==> config.mk <==
export PLATFORM = sky130hd
export DESIGN_NAME = sm_violation_handler
export DESIGN_NICKNAME = d
export VERILOG_FILES = /design/src/rtl/sm_violation_pkg.sv /design/src/rtl/sm_viol_timer.sv /design/src/rtl/sm_violation_handler.sv
export SDC_FILE = /design/constraint.sdc
export NUM_CORES = 1
export LEC_CHECK = 0
export BUFFER_PORTS_ARGS = -buffer_cell sky130_fd_sc_hd__buf_2
export CORE_ASPECT_RATIO = 1.1
export CORE_MARGIN = 4
export CORE_UTILIZATION = 47
export DETAILED_ROUTE_END_ITERATION = 7
export MAX_ROUTING_LAYER = met4
export PLACE_DENSITY = 0.82
export SLEW_MARGIN = 15
export SYNTH_ARGS = -nofsm -noshare
export SYNTH_HDL_FRONTEND = slang
export SYNTH_SLANG_ARGS = --single-unit
==> constraint.sdc <==
create_clock -name mclk -period 1.8 [get_ports mclk]
set_input_delay 0.09 -clock mclk [delete_from_list [all_inputs] [get_ports mclk]]
set_output_delay 0.09 -clock mclk [all_outputs]
set_load 0.01 [all_outputs]
==> src/rtl/sm_violation_pkg.sv <==
// Shared encodings for the SPM violation handler: FSM states and the
// access-kind codes recorded in the first-violation log.
package sm_violation_pkg;

  typedef enum logic [1:0] {
    IDLE   = 2'd0,
    ASSERT = 2'd1,
    HOLD   = 2'd2
  } state_t;

  localparam logic [1:0] KIND_NONE  = 2'b00;
  localparam logic [1:0] KIND_EXEC  = 2'b01;
  localparam logic [1:0] KIND_READ  = 2'b10;
  localparam logic [1:0] KIND_WRITE = 2'b11;

  function automatic logic [1:0] decode_kind(input logic data_en, input logic data_wr);
    if (!data_en) return KIND_EXEC;
    return data_wr ? KIND_WRITE : KIND_READ;
  endfunction

endpackage

==> src/rtl/sm_viol_timer.sv <==
// Loadable down-counter that times the reset pulse and the hold-off window.
// Load takes priority over decrement; the counter never goes below zero.
module sm_viol_timer #(
  parameter int W = 3
) (
  input  logic         mclk,
  input  logic         reset_n,
  input  logic         load,
  input  logic [W-1:0] load_val,
  input  logic         dec,
  output logic         zero
);

  logic [W-1:0] count;

  always_ff @(posedge mclk) begin
    if (!reset_n) begin
      count <= '0;
    end else if (load) begin
      count <= load_val;
    end else if (dec && (count != '0)) begin
      count <= count - 1'b1;
    end
  end

  assign zero = (count == '0);

endmodule

==> src/rtl/sm_violation_handler.sv <==
// Turns a raw SPM violation into a fixed-length PUC pulse plus hold-off window,
// and keeps a sticky first-violation log and a saturating episode counter.
module sm_violation_handler
  import sm_violation_pkg::*;
#(
  parameter int RST_CYCLES = 4,
  parameter int HOLD_OFF   = 2,
  parameter int CNT_W      = 8
) (
  input  logic             mclk,
  input  logic             reset_n,
  input  logic             violation,
  input  logic [15:0]      pc,
  input  logic [15:0]      data_addr,
  input  logic             data_en,
  input  logic             data_wr,
  input  logic             clear_log,
  output logic             reset,
  output logic             log_valid,
  output logic             log_overflow,
  output logic [15:0]      log_pc,
  output logic [15:0]      log_addr,
  output logic [1:0]       log_kind,
  output logic [CNT_W-1:0] viol_count,
  output logic             busy
);

  localparam int MAX_CYC = (RST_CYCLES > HOLD_OFF) ? RST_CYCLES : HOLD_OFF;
  localparam int TW      = $clog2(MAX_CYC + 1);
  localparam logic [TW-1:0]    RST_LOAD  = TW'(RST_CYCLES - 1);
  localparam logic [TW-1:0]    HOLD_LOAD = TW'((HOLD_OFF > 0) ? HOLD_OFF - 1 : 0);
  localparam logic [CNT_W-1:0] CNT_MAX   = '1;

  state_t        state;
  logic          accept;
  logic          t_load;
  logic          t_dec;
  logic          t_zero;
  logic [TW-1:0] t_val;

  // Violations are only accepted from IDLE; ASSERT and HOLD swallow them.
  assign accept = (state == IDLE) && violation;

  always_comb begin
    t_load = 1'b0;
    t_dec  = 1'b0;
    t_val  = RST_LOAD;
    case (state)
      IDLE: t_load = violation;
      ASSERT: begin
        if (t_zero) begin
          t_load = (HOLD_OFF > 0);
          t_val  = HOLD_LOAD;
        end else begin
          t_dec = 1'b1;
        end
      end
      HOLD:    t_dec = !t_zero;
      default: ;
    endcase
  end

  sm_viol_timer #(.W(TW)) u_timer (
    .mclk     (mclk),
    .reset_n  (reset_n),
    .load     (t_load),
    .load_val (t_val),
    .dec      (t_dec),
    .zero     (t_zero)
  );

  always_ff @(posedge mclk) begin
    if (!reset_n) begin
      state <= IDLE;
      reset <= 1'b0;
      busy  <= 1'b0;
    end else begin
      case (state)
        IDLE: begin
          if (violation) begin
            state <= ASSERT;
            reset <= 1'b1;
            busy  <= 1'b1;
          end
        end
        ASSERT: begin
          if (t_zero) begin
            reset <= 1'b0;
            if (HOLD_OFF > 0) begin
              state <= HOLD;
            end else begin
              state <= IDLE;
              busy  <= 1'b0;
            end
          end
        end
        HOLD: begin
          if (t_zero) begin
            state <= IDLE;
            busy  <= 1'b0;
          end
        end
        default: begin
          state <= IDLE;
          reset <= 1'b0;
          busy  <= 1'b0;
        end
      endcase
    end
  end

  // A fresh capture wins over a simultaneous clear_log.
  always_ff @(posedge mclk) begin
    if (!reset_n) begin
      log_valid    <= 1'b0;
      log_overflow <= 1'b0;
      log_pc       <= '0;
      log_addr     <= '0;
      log_kind     <= KIND_NONE;
      viol_count   <= '0;
    end else begin
      if (accept && (!log_valid || clear_log)) begin
        log_valid    <= 1'b1;
        log_overflow <= 1'b0;
        log_pc       <= pc;
        log_addr     <= data_en ? data_addr : 16'h0000;
        log_kind     <= decode_kind(data_en, data_wr);
      end else if (accept) begin
        log_overflow <= 1'b1;
      end else if (clear_log) begin
        log_valid    <= 1'b0;
        log_overflow <= 1'b0;
        log_pc       <= '0;
        log_addr     <= '0;
        log_kind     <= KIND_NONE;
      end
      if (accept && (viol_count != CNT_MAX)) begin
        viol_count <= viol_count + 1'b1;
      end
    end
  end

endmodule

# [After elaboration in Yosys (flattened, before gate mapping)]
# Cells that the tools add are included.
[totals] out_inout_bits=46 register_bits=51
[op_classes] mux=34 n_reduce_logical=18 n_bitwise=3 n_addsub=2 eq_ne=7
[op_table] cell="16-bit two-way mux" n=5
[op_table] cell="2-bit two-way mux" n=10
[op_table] cell="1-bit two-way mux" n=12
[op_table] cell="3-bit AND reduction" n=3
[op_table] cell="8-bit by 1-bit adder with 8-bit output, second input constant" n=1
[op_table] cell="8-bit inequality test, second input constant" n=1
[op_table] cell="3-bit two-way mux" n=2
[op_table] cell="2-bit inequality test, second input constant" n=3
[op_table] cell="1-bit case mux with 3 select lines" n=2
[op_table] cell="2-bit case mux with 3 select lines" n=1
[op_table] cell="2-bit nonzero test" n=3
[op_table] cell="1-bit logical AND" n=4
[op_table] cell="1-bit case mux with 2 select lines" n=2
[op_table] cell="3-bit logical NOT" n=1
[op_table] cell="1-bit inverter" n=3
[op_table] cell="3-bit nonzero test" n=1
[op_table] cell="3-bit by 1-bit subtractor with 3-bit output, second input constant" n=1
[op_table] cell="2-bit by 1-bit equality test with 1-bit output, second input constant" n=1
[op_table] cell="2-bit equality test, second input constant" n=1
[op_table] cell="1-bit logical NOT" n=2
[op_table] cell="2-bit logical NOT" n=1
[op_table] cell="2-bit by 1-bit inequality test with 1-bit output, second input constant" n=1
[op_table] cell="2-bit AND reduction" n=1
[op_table] cell="2-bit OR reduction" n=1
[op_table] cell="1-bit logical OR" n=1

# [Longest topological paths before layout]
# Gate-level depths: netlist of run 1.
[logic_depth] depth_word=7 mapped_depth=8

# [Hierarchy]
# From an unflattened synthesis of run 1, not the netlist that was laid out.
[unflattened] hier_cells=244 hier_area_um2=2274.7
[by_module_without_submodules] mod="sm_violation_handler" area_per_inst_um2=2089.5 cells_each=223 instances=1 seq_area_each_um2=960.9
[by_module_without_submodules] mod="sm_viol_timer" area_per_inst_um2=185.2 cells_each=21 instances=1 seq_area_each_um2=60.1

# [Worst setup path before layout of run 1]
# Ideal clock, no wire load.
[synth_timing] kind="reg-to-reg" from="register state[0]" to="register log_addr[5]" arrival_time_ns=1.423 required_ns=1.735 setup_time_ns=0.065 stages_incl_launch_ff=9 setup_slack_ns=0.312 path_cell_list="dfxtp_1 -> inv_1 -> ha_1 -> and2_1 -> buf_6 -> a21oi_4 -> buf_2 -> a22oi_1 -> nor2_1"
[synth_between] elab_chain_len=5
[synth_lines] element="start: declaration" line_no="sm_violation_handler.sv:34" rtl="state_t state;"
[synth_lines] element="start signal: assignment" line_no="sm_violation_handler.sv:74" rtl="state <= IDLE;"
[synth_lines] element="start signal: assignment" line_no="sm_violation_handler.sv:81" rtl="state <= ASSERT;"
[synth_lines] element="start signal: assignment" line_no="sm_violation_handler.sv:90" rtl="state <= HOLD;"
[synth_lines] element="2-bit logical NOT *" line_no="sm_violation_handler.sv:42" rtl="assign accept = (state == IDLE) && violation;"
[synth_lines] element="1-bit logical AND *" line_no="sm_violation_handler.sv:42"
[synth_lines] element="1-bit logical AND" line_no="sm_violation_handler.sv:122" rtl="if (accept && (!log_valid || clear_log)) begin"
[synth_lines] element="2-bit by 1-bit inequality test with 1-bit output (no source line) / 2-bit nonzero test (equally long branches)"
[synth_lines] element="2-bit AND reduction (no source line)"
[synth_lines] element="end signal: assignment" line_no="sm_violation_handler.sv:126" rtl="log_addr <= data_en ? data_addr : 16'h0000;"
[synth_lines] element="end: declaration" line_no="sm_violation_handler.sv:22" rtl="output logic [15:0] log_addr,"
# Every way passes the cells marked *; elsewhere a longest branch is shown, timed or not.
# A chain may end at the register's enable or synchronous reset.

# [Final worst setup path of run 1]
[layout_timing] from="register state[0]" to="register viol_count[5]"
[layout_between] elab_chain_len=3
[layout_lines] element="2-bit logical NOT" line_no="sm_violation_handler.sv:42"
[layout_lines] element="1-bit logical AND" line_no="sm_violation_handler.sv:42"
[layout_lines] element="1-bit logical AND" line_no="sm_violation_handler.sv:137" rtl="if (accept && (viol_count != CNT_MAX)) begin"
[layout_lines] element="end signal: assignment" line_no="sm_violation_handler.sv:138" rtl="viol_count <= viol_count + 1'b1;"
[layout_lines] element="end: declaration" line_no="sm_violation_handler.sv:24" rtl="output logic [CNT_W-1:0] viol_count,"
# No other way between the ends.

==> results_dict.tcl, run 1 <==
set metrics [dict create \
    outcome "completed" \
    place_ws_ns 0.0617 \
    seqPwrFrac 0.516 \
    cts_buffers 5 \
    max_cap_violations 0 \
    report.final.slew_viol_count 0 \
    gp_congestion 0.801 \
    p_sw_frac 0.286 \
    power_switching_uw 688 \
    clockPowerShare 0.282 \
    nFillCells 374 \
    grt_max_degree 32 \
    hold_violations 0 \
    path_class "register to register" \
    required_ns 2.03 \
    p_leak_uw 0.00121 \
    use_met3 0.0531 \
    port_buffers 83 \
    final_area_mm2 0.00264 \
    grt_pass1_vias 1903 \
    ys_warn_count 0 \
    place_area_mm2 0.00254 \
    track_usage 0.178 \
    core_area_mm2 0.00429 \
    final_common_cell "buf_2" \
    period_share 0.899 \
    final_antenna_net_count 0 \
    die_w_um 71.2 \
    ys_ff_latch 51 \
    synth_top_area_share 0.494 \
    cts-root-buf "clkbuf_8" \
    setup_viol 0 \
    rr_worst_depth 6 \
    fin_ws_ns 0.181 \
    start_kind "register" \
    synth_area_leaders "dfxtp_1 49%, a21oi_1 6.8%, a22oi_1 5.8%" \
    async_flop_share 0 \
    drive_gt1_frac 0.334 \
    gr-total-overflow 0 \
    synth-edff-count 0 \
    cts_sinks 51 \
    arrival_ns 1.85 \
    end_kind "register" \
    insertedDiodeCount 0 \
    grtUsageMet2 0.291 \
    htreeDepth 2 \
    syn_avg_cell_area_um2 9.03 \
    vdd_ir_drop_max_mv 0.648 \
    fp.dieArea_mm2 0.00552 \
    die_y_um 77.6 \
    via_per_inst 5.21 \
    post-route-min-period_ns 1.62 \
    power_density_mw_per_mm2 912 \
    synth-seq-area-share 0.494 \
    hold_path_depth 3 \
    clk_latency_ns 0.30 \
    intPower_uw 1720 \
    stdcell_count 368 \
    slew_headroom 0.765 \
    cts_tree "done" \
    vias 1917 \
    tns_ns 0 \
    antenna_found_initial 0 \
    clk_transition_reported_paths_ns 0.09 \
    drt_pass1_iterations 4 \
    synth_cells 229 \
    route.final.wire_length_um 4670 \
    crit_fanout 7 \
    max_slew.worst_pin.slew_ns 0.349 \
    cts.path.max_buffers 2 \
    busiest_layer "met2" \
    combPwrFrac 0.201 \
    drc 0 \
    rows 25 \
    grt_pass1_wl_um 7920 \
    syn_area_mm2 0.00207 \
    synthToLayoutAreaGrowth_pct 27.9 \
    synth_ff_type "dfxtp_1" \
    layout_common_cells "83 x buf_2, 51 x dfxtp_1, 28 x a21oi_1" \
    drt_iter0_markers 98 \
    rsz0062_at_grt "false" \
    syn_nets 273 \
    io_pins 84 \
    yosys.cell_types.count 37 \
    finClkSkew_ns 0.00658 \
    routedWlPerCell_um 12.7 \
    initial_utilization 0.482 \
    post-cts-setup-buffers 0 \
    placedCellCount 360 \
    yosysTopAreaCell "dfxtp_1" \
    final_nets 357 \
    post-dp-hpwl_um 3400 \
    min_path_type "input pin to register" \
    gr-usage-met1 0.212 \
    max_freq_mhz 618 \
]
[synthesized netlist by cell type (2+ instances only)]
cell type  number
nor2_1         27
dfxtp_1        51
xor2_1          5
a21oi_1        28
nor3_1          3
nand3_1         9
inv_1           7
clkbuf_1        6
a211oi_1        4
nand4_1         2
nor2b_1         3
ha_1            6
or3_1           2
o21ai_0         6
nand3b_1       10
nand2b_1        2
nand2_1        20
nand2_2         2
a22oi_1        16
buf_2           3
[per-layer routing]
layer  vias to the layer above  routed length (um)
met5                         -                   0
met4                         0                  48
met3                         8                 393
met2                        68                2240
met1                       876                1990
li1                        965                   -
[flip-flops by register name, indices dropped and copies added, names as in the netlist]
signal and count:
reset 1, log_overflow 1, log_valid 1, log_addr 16, busy 1, u_timer.count 3
log_pc 16, viol_count 8, log_kind 2, state 2
[path summary, 6_finish.rpt]
kind | from | end | slack [ns]
worst min register to register | log_pc[3] | log_pc[3] | 0.48
worst max register to register | state[0] | viol_count[5] | 0.18
worst max-delay path | state[0] | viol_count[5] | 0.18
worst min-delay path | pc[8] | log_pc[8] | 0.01
[worst max-delay path: stages, from the launching register on]
cell	delay, ns
dfxtp_1	0.33
inv_1	0.09
ha_1	0.22
and2_2	0.29
o211ai_4	0.12
or3_1	0.35
a21oi_1	0.15
[power groups by stage]
stage	logic, uW	registers, uW	clock network [uW]
final	486	1240	681
after global routing	553	1250	750
after CTS	490	1250	709
after detailed placement	487	1270	0
after global placement	477	1270	0
after floorplan	284	1300	0
[logic make-up after synthesis]
logic type / share of synthesized area
compound gates: 0.180
flops: 0.494
mux: 0.0103
buf+inv: 0.0418
fa+ha+maj: 0.0363
simple gates: 0.212
xor+xnor: 0.0254
[final cells by class]
cell class,instances,area [um^2],share of cell area
clock buffers,6,82.6,0.0312
flip-flops and latches,51,1020,0.386
repair buffers,88,465,0.176
well taps,54,67.6,0.0256
multi-input cells,159,961,0.363
clock inverters,2,16.3,0.00615
inverters,8,30.0,0.0114
[per-stage QoR]
stage | total power, uW | util | hold slack (ns)
after CTS | 2440 | 0.617 | 0.000990
after detailed placement | 1760 | 0.594 | 0.336
after global placement | 1750 | 0.594 | 0.333
after floorplan | 1580 | - | 0.226
final | 2410 | 0.617 | 0.0115
after global routing | 2560 | 0.617 | 0.00648
[what timing repair did]
action | 4_1_cts | 5_1_grt
hold buffers | 0 | 0
resized for setup | 0 | 1
setup endpoints to repair | 0 | 20
Power figures use the tool's default switching activity.
==> run 2, diff against run 1 <==
MAX_ROUTING_LAYER = default   (was met4)
PLACE_DENSITY = 0.77   (was 0.82)
SLEW_MARGIN = 20   (was 15)
==> run 2 against run 1 <==
  * Sequential power is essentially flat
  * Highest routed layer unchanged
  * Combinational power grew 1%
  * Flip-flop and latch count is the same
  * Clock power is essentially flat
==> results_dict.tcl, run 2 (synthesis gave the netlist of run 1 again) <==
set metrics [dict create \
    port_buffers 83 \
    report.final.slew_viol_count 0 \
    seqPwrFrac 0.516 \
    cts_sinks 51 \
    routedWlPerCell_um 12.7 \
    multi_input_area_um2 965 \
    route.final.wire_length_um 4690 \
    slew_headroom 0.649 \
    arrival_ns 1.79 \
    min_path_type "input pin to register" \
    drt_pass1_iterations 4 \
    hold_violations 0 \
    crit_fanout 17 \
    max_slew.worst_pin.slew_ns 0.526 \
    tns_ns 0 \
    stdcell_count 369 \
    power_density_mw_per_mm2 906 \
    rows 25 \
    clk_latency_ns 0.30 \
    power_switching_uw 686 \
    track_usage 0.174 \
    final-seq-area_mm2 0.00102 \
    whs_ns 0.0160 \
    layout_common_cells "83 x buf_2, 51 x dfxtp_1, 28 x a21oi_1" \
    holdBufCountCts 0 \
    max_freq_mhz 621 \
    htreeDepth 2 \
    io_pins 84 \
    synthToLayoutAreaGrowth_pct 28.9 \
    cts.path.max_buffers 2 \
    grt_pass1_vias 1787 \
    start_kind "register" \
    final_nets 358 \
    intPower_uw 1730 \
    clockPowerShare 0.281 \
    antenna_found_initial 0 \
    insertedDiodeCount 0 \
    p_leak_uw 0.00122 \
    crit_path_cell_trace "inv_1 -> ha_1 -> and2_1 -> buf_4 -> a21oi_4 -> buf_12 -> a22oi_1 -> nor2_1" \
    end_kind "register" \
    post-route-min-period_ns 1.61 \
    combPwrFrac 0.204 \
    die_y_um 77.6 \
    path_class "register to register" \
    cp_slowest_cell "dfxtp_1" \
    top_regs "log_addr x16, log_pc x16, viol_count x8" \
    gr-usage-met1 0.221 \
    outcome "completed" \
    gr-total-overflow 0 \
    cts_buffers 5 \
    period_share 0.894 \
    core_area_mm2 0.00429 \
    grt_max_degree 35 \
    required_ns 1.98 \
    finClkSkew_ns 0.00742 \
    grt_pass1_wl_um 7960 \
    nFillCells 390 \
    via_per_inst 5.13 \
    drt_iter0_markers 70 \
    cp_slowest_stage_delay_ns 0.32 \
    vdd_ir_drop_max_mv 0.602 \
    use_met3 0.0518 \
    drc 0 \
    post-dp-hpwl_um 3370 \
    place_area_mm2 0.00256 \
    placedCellCount 361 \
    cts_tree "done" \
    vias 1894 \
    cts-root-buf "clkbuf_8" \
    final_common_cell "buf_2" \
    grtUsageMet2 0.285 \
    drive_gt1_frac 0.330 \
    p_sw_frac 0.284 \
    die_w_um 71.2 \
    clk_transition_reported_paths_ns 0.09 \
    max_cap_violations 0 \
    fp.dieArea_mm2 0.00552 \
    initial_utilization 0.482 \
    setup_viol 0 \
    gp_congestion 0.776 \
    final_area_mm2 0.00266 \
    final_antenna_net_count 0 \
    busiest_layer "met2" \
]
## run 2: cell types whose count changed in the layout (fill, tap and decap cells not counted), sizes merged
cell | previous run | this run
clkbuf | 6 | 7
buf | 88 | 89
clkinvlp | 1 | 0
## run 2: per-layer routing
metal / part of all wire / vias to the layer above / wire [um]
met5: 0 / - / 0
met1: 0.44 / 853 / 2050
met3: 0.088 / 6 / 411
met2: 0.46 / 69 / 2180
li1: - / 966 / -
met4: 0.012 / 0 / 55
## run 2: what timing repair did
| action | CTS | global route |
|---|---|---|
| setup endpoints to repair | 0 | 1 |
| gates resized for setup | 0 | 1 |
| setup buffers | 0 | 0 |
## run 2: worst paths after layout
path / from / end / slack (ns) / cells past startpoint
setup / recovery: state[0] / log_addr[4] / 0.19 / 8
hold / removal: pc[12] / log_pc[12] / 0.02 / 3
hold reg to reg: log_pc[14] / log_pc[14] / 0.47 / 2
setup reg to reg: state[0] / log_addr[4] / 0.19 / 8
## run 2: cell type report
type / instances / area share
inverter: 8 / 0.0113
timing repair buffer: 89 / 0.182
multi-input combinational: 159 / 0.362
clock buffer: 7 / 0.0324
tap: 54 / 0.0254
clock inverter: 1 / 0.00329
sequential: 51 / 0.383
## run 2: critical path: cells and delay by family (launching register included)
family	cells	cell delay [ns]
flip-flops	1	0.32
adder cells (fa/ha/maj)	1	0.23
buffers and inverters	3	0.43
AND/OR/NAND/NOR	2	0.30
AO/OA/AOI/OAI	2	0.21
## run 2: per-stage QoR
stage / total power [uW] / utilization / setup slack [ns]
global placement: 1750 / 0.598 / 0.225
finish: 2410 / 0.622 / 0.190
CTS: 2440 / 0.620 / 0.144
floorplan: 1580 / - / 0.312
global route: 2560 / 0.622 / -0.000378
detailed placement: 1760 / 0.598 / 0.155
## run 2: power by group through the flow
stage	registers, uW	clock network, uW	logic (uW)
3_5_place_dp	1270	0	492
2_1_floorplan	1300	0	284
3_3_place_gp	1270	0	483
5_1_grt	1260	745	556
6_report	1240	678	492
4_1_cts	1250	705	494
==> run 3, diff against run 2 <==
ABC_AREA = 1   (was default)
CORE_UTILIZATION = 49   (was 47)
PLACE_DENSITY = 0.78   (was 0.77)
==> run 3 against run 2 <==
  * Area after synthesis grew 12%
  * Total power grew 1.4%
  * Sequential power is essentially flat
  * First-iteration DRC count shrank 8.6%
  * Sequential share of layout area shrank 2.6 points
  * Largest cell class is now multi-input combinational cells
==> results_dict.tcl, run 3 <==
set metrics [dict create \
    vias 2135 \
    grt_pass1_wl_um 8540 \
    cts.path.max_buffers 2 \
    post-cts-setup-buffers 0 \
    clk_transition_reported_paths_ns 0.09 \
    synthToLayoutAreaGrowth_pct 23.7 \
    place_area_mm2 0.00274 \
    rows 25 \
    max_cap_violations 0 \
    arrival_ns 1.95 \
    cts-root-buf "clkbuf_8" \
    whs_ns 0.0291 \
    synth-edff-count 0 \
    end_kind "register" \
    synth-seq-area-share 0.442 \
    synth_most_common_cell "nand2_1" \
    synth_common_cells "93 x nand2_1, 51 x dfxtp_1, 26 x a21oi_1" \
    drt_iter0_markers 64 \
    final_nets 417 \
    post-route-min-period_ns 1.71 \
    vdd_ir_drop_max_mv 0.588 \
    cts_sinks 51 \
    gp_congestion 0.818 \
    setup_viol 0 \
    required_ns 2.04 \
    cts_buffers 5 \
    layout_common_cells "93 x nand2_1, 83 x buf_2, 51 x dfxtp_1" \
    ys_warn_count 0 \
    synth_top_area_share 0.442 \
    cp_common_cell "inv_8" \
    nFillCells 408 \
    io_pins 84 \
    final_antenna_net_count 0 \
    crit_fanout 19 \
    core_area_mm2 0.00444 \
    total_power_uw 2450 \
    path_class "register to register" \
    top_regs "log_addr x16, log_pc x16, viol_count x8" \
    tns_ns 0 \
    final_common_cell "nand2_1" \
    clk_latency_ns 0.30 \
    initial_utilization 0.520 \
    antenna_found_initial 0 \
    port_buffers 83 \
    drt_pass1_iterations 5 \
    report.final.slew_viol_count 0 \
    period_share 0.950 \
    synth_ff_type "dfxtp_1" \
    p_leak_uw 0.00131 \
    yosys.cell_types.count 28 \
    cp_slowest_cell "dfxtp_1" \
    synth_cells 289 \
    post-dp-hpwl_um 3790 \
    async_flop_share 0 \
    cts_tree "done" \
    route.final.wire_length_um 5100 \
    grt_pass1_vias 2085 \
    hold_violations 0 \
    drc 0 \
    max_slew.worst_pin.slew_ns 0.469 \
    max_freq_mhz 585 \
    routedWlPerCell_um 11.9 \
    yosysTopAreaCell "dfxtp_1" \
    track_usage 0.180 \
    fp.dieArea_mm2 0.00588 \
    outcome "completed" \
    drive_gt1_frac 0.358 \
    path_buf_inv 4 \
    htreeDepth 2 \
    slew_headroom 0.684 \
    finClkSkew_ns 0.00575 \
    die_y_um 80.0 \
    insertedDiodeCount 0 \
    start_kind "register" \
    grt_max_degree 27 \
    die_w_um 73.5 \
    gr-total-overflow 0 \
    final_area_mm2 0.00286 \
    ys_ff_latch 51 \
    syn_nets 333 \
    syn_avg_cell_area_um2 7.99 \
    via_per_inst 4.99 \
    stdcell_count 428 \
    cp_top_family "simple AND/OR/NAND/NOR gates" \
    power_density_mw_per_mm2 857 \
    cp_slowest_stage_delay_ns 0.36 \
    crit_path_cell_trace "inv_1 -> ha_1 -> nand2_4 -> inv_8 -> nand2_8 -> inv_8 -> nor2_8 -> clkbuf_16 -> nand2_1 -> a21oi_2" \
    min_path_type "input pin to register" \
    placedCellCount 419 \
    syn_area_mm2 0.00231 \
    synth_area_leaders "dfxtp_1 44%, nand2_1 15%, a21oi_2 7.2%" \
]
run 3: cell count changes after synthesis, moves of 5 or more:
cell | before | now
a21oi_2 | 0 | 19
a22oi_1 | 16 | 0
inv_1 | 7 | 19
nand2_1 | 20 | 93
nand2_2 | 2 | 12
nand3b_1 | 10 | 1
nand4_1 | 2 | 7
nor2_1 | 27 | 15
run 3: what timing repair did:
| action | CTS | global route |
|---|---|---|
| hold buffers | 0 | 0 |
| setup endpoints to repair | 0 | 20 |
| gates resized for setup | 0 | 1 |
| endpoints found under the hold margin | 0 | 0 |
run 3: worst register-to-register path: cells and delay by family, from the launching register on:
kind | cells | cell delay, ns
AND/OR/NAND/NOR | 4 | 0.49
buffers and inverters | 4 | 0.43
flip-flops | 1 | 0.36
adder cells (fa/ha/maj) | 1 | 0.27
AO/OA/AOI/OAI | 1 | 0.10
run 3: stage by stage:
step | worst slack, ns | util
after floorplan | 0.358 | -
after global routing | -0.0114 | 0.643
after CTS | 0.0620 | 0.636
final | 0.0908 | 0.643
after global placement | 0.170 | 0.616
after detailed placement | 0.0739 | 0.616
run 3: kinds of logic after synthesis:
| logic type | share of synthesized area |
|---|---|
| buffers and inverters | 0.0861 |
| adders and majority gates | 0.0325 |
| DFF | 0.442 |
| and+or+nand+nor | 0.294 |
| xor gates and xnor gates | 0.00379 |
| AOI/OAI and AO/OA | 0.142 |
run 3: final cells by class:
cell class	instances	area, um^2	share of cell area
inverter	23	101	0.0355
clock inverter	2	16.3	0.00569
tap	54	67.6	0.0237
clock buffer	6	72.6	0.0254
sequential	51	1020	0.357
timing repair buffer	88	483	0.169
multi-input combinational	204	1090	0.383
run 3: where the power goes:
group	internal, uW	switching [uW]	leakage (uW)
logic	217	330	0.000854
clock network	280	373	0.0000418
registers	1200	45.0	0.000416
total	1700	748	0.00131
run 3: final timing paths:
| path | slack, ns | to | cells after the start | startpoint |
|---|---|---|---|---|
| max | 0.09 | log_addr[14] | 10 | state[0] |
| min | 0.03 | log_addr[15] | 3 | data_addr[15] |
| min reg2reg | 0.46 | log_pc[6] | 2 | log_pc[6] |
| max reg2reg | 0.09 | log_addr[14] | 10 | state[0] |
run 3: layer usage:
layer | wire (um) | vias up | GRT usage
li1 | - | 1099 | -
met1 | 2180 | 962 | 0.206
met2 | 2430 | 66 | 0.304
met3 | 443 | 8 | 0.0642
met4 | 51 | 0 | 0.0652
met5 | 0 | - | 0
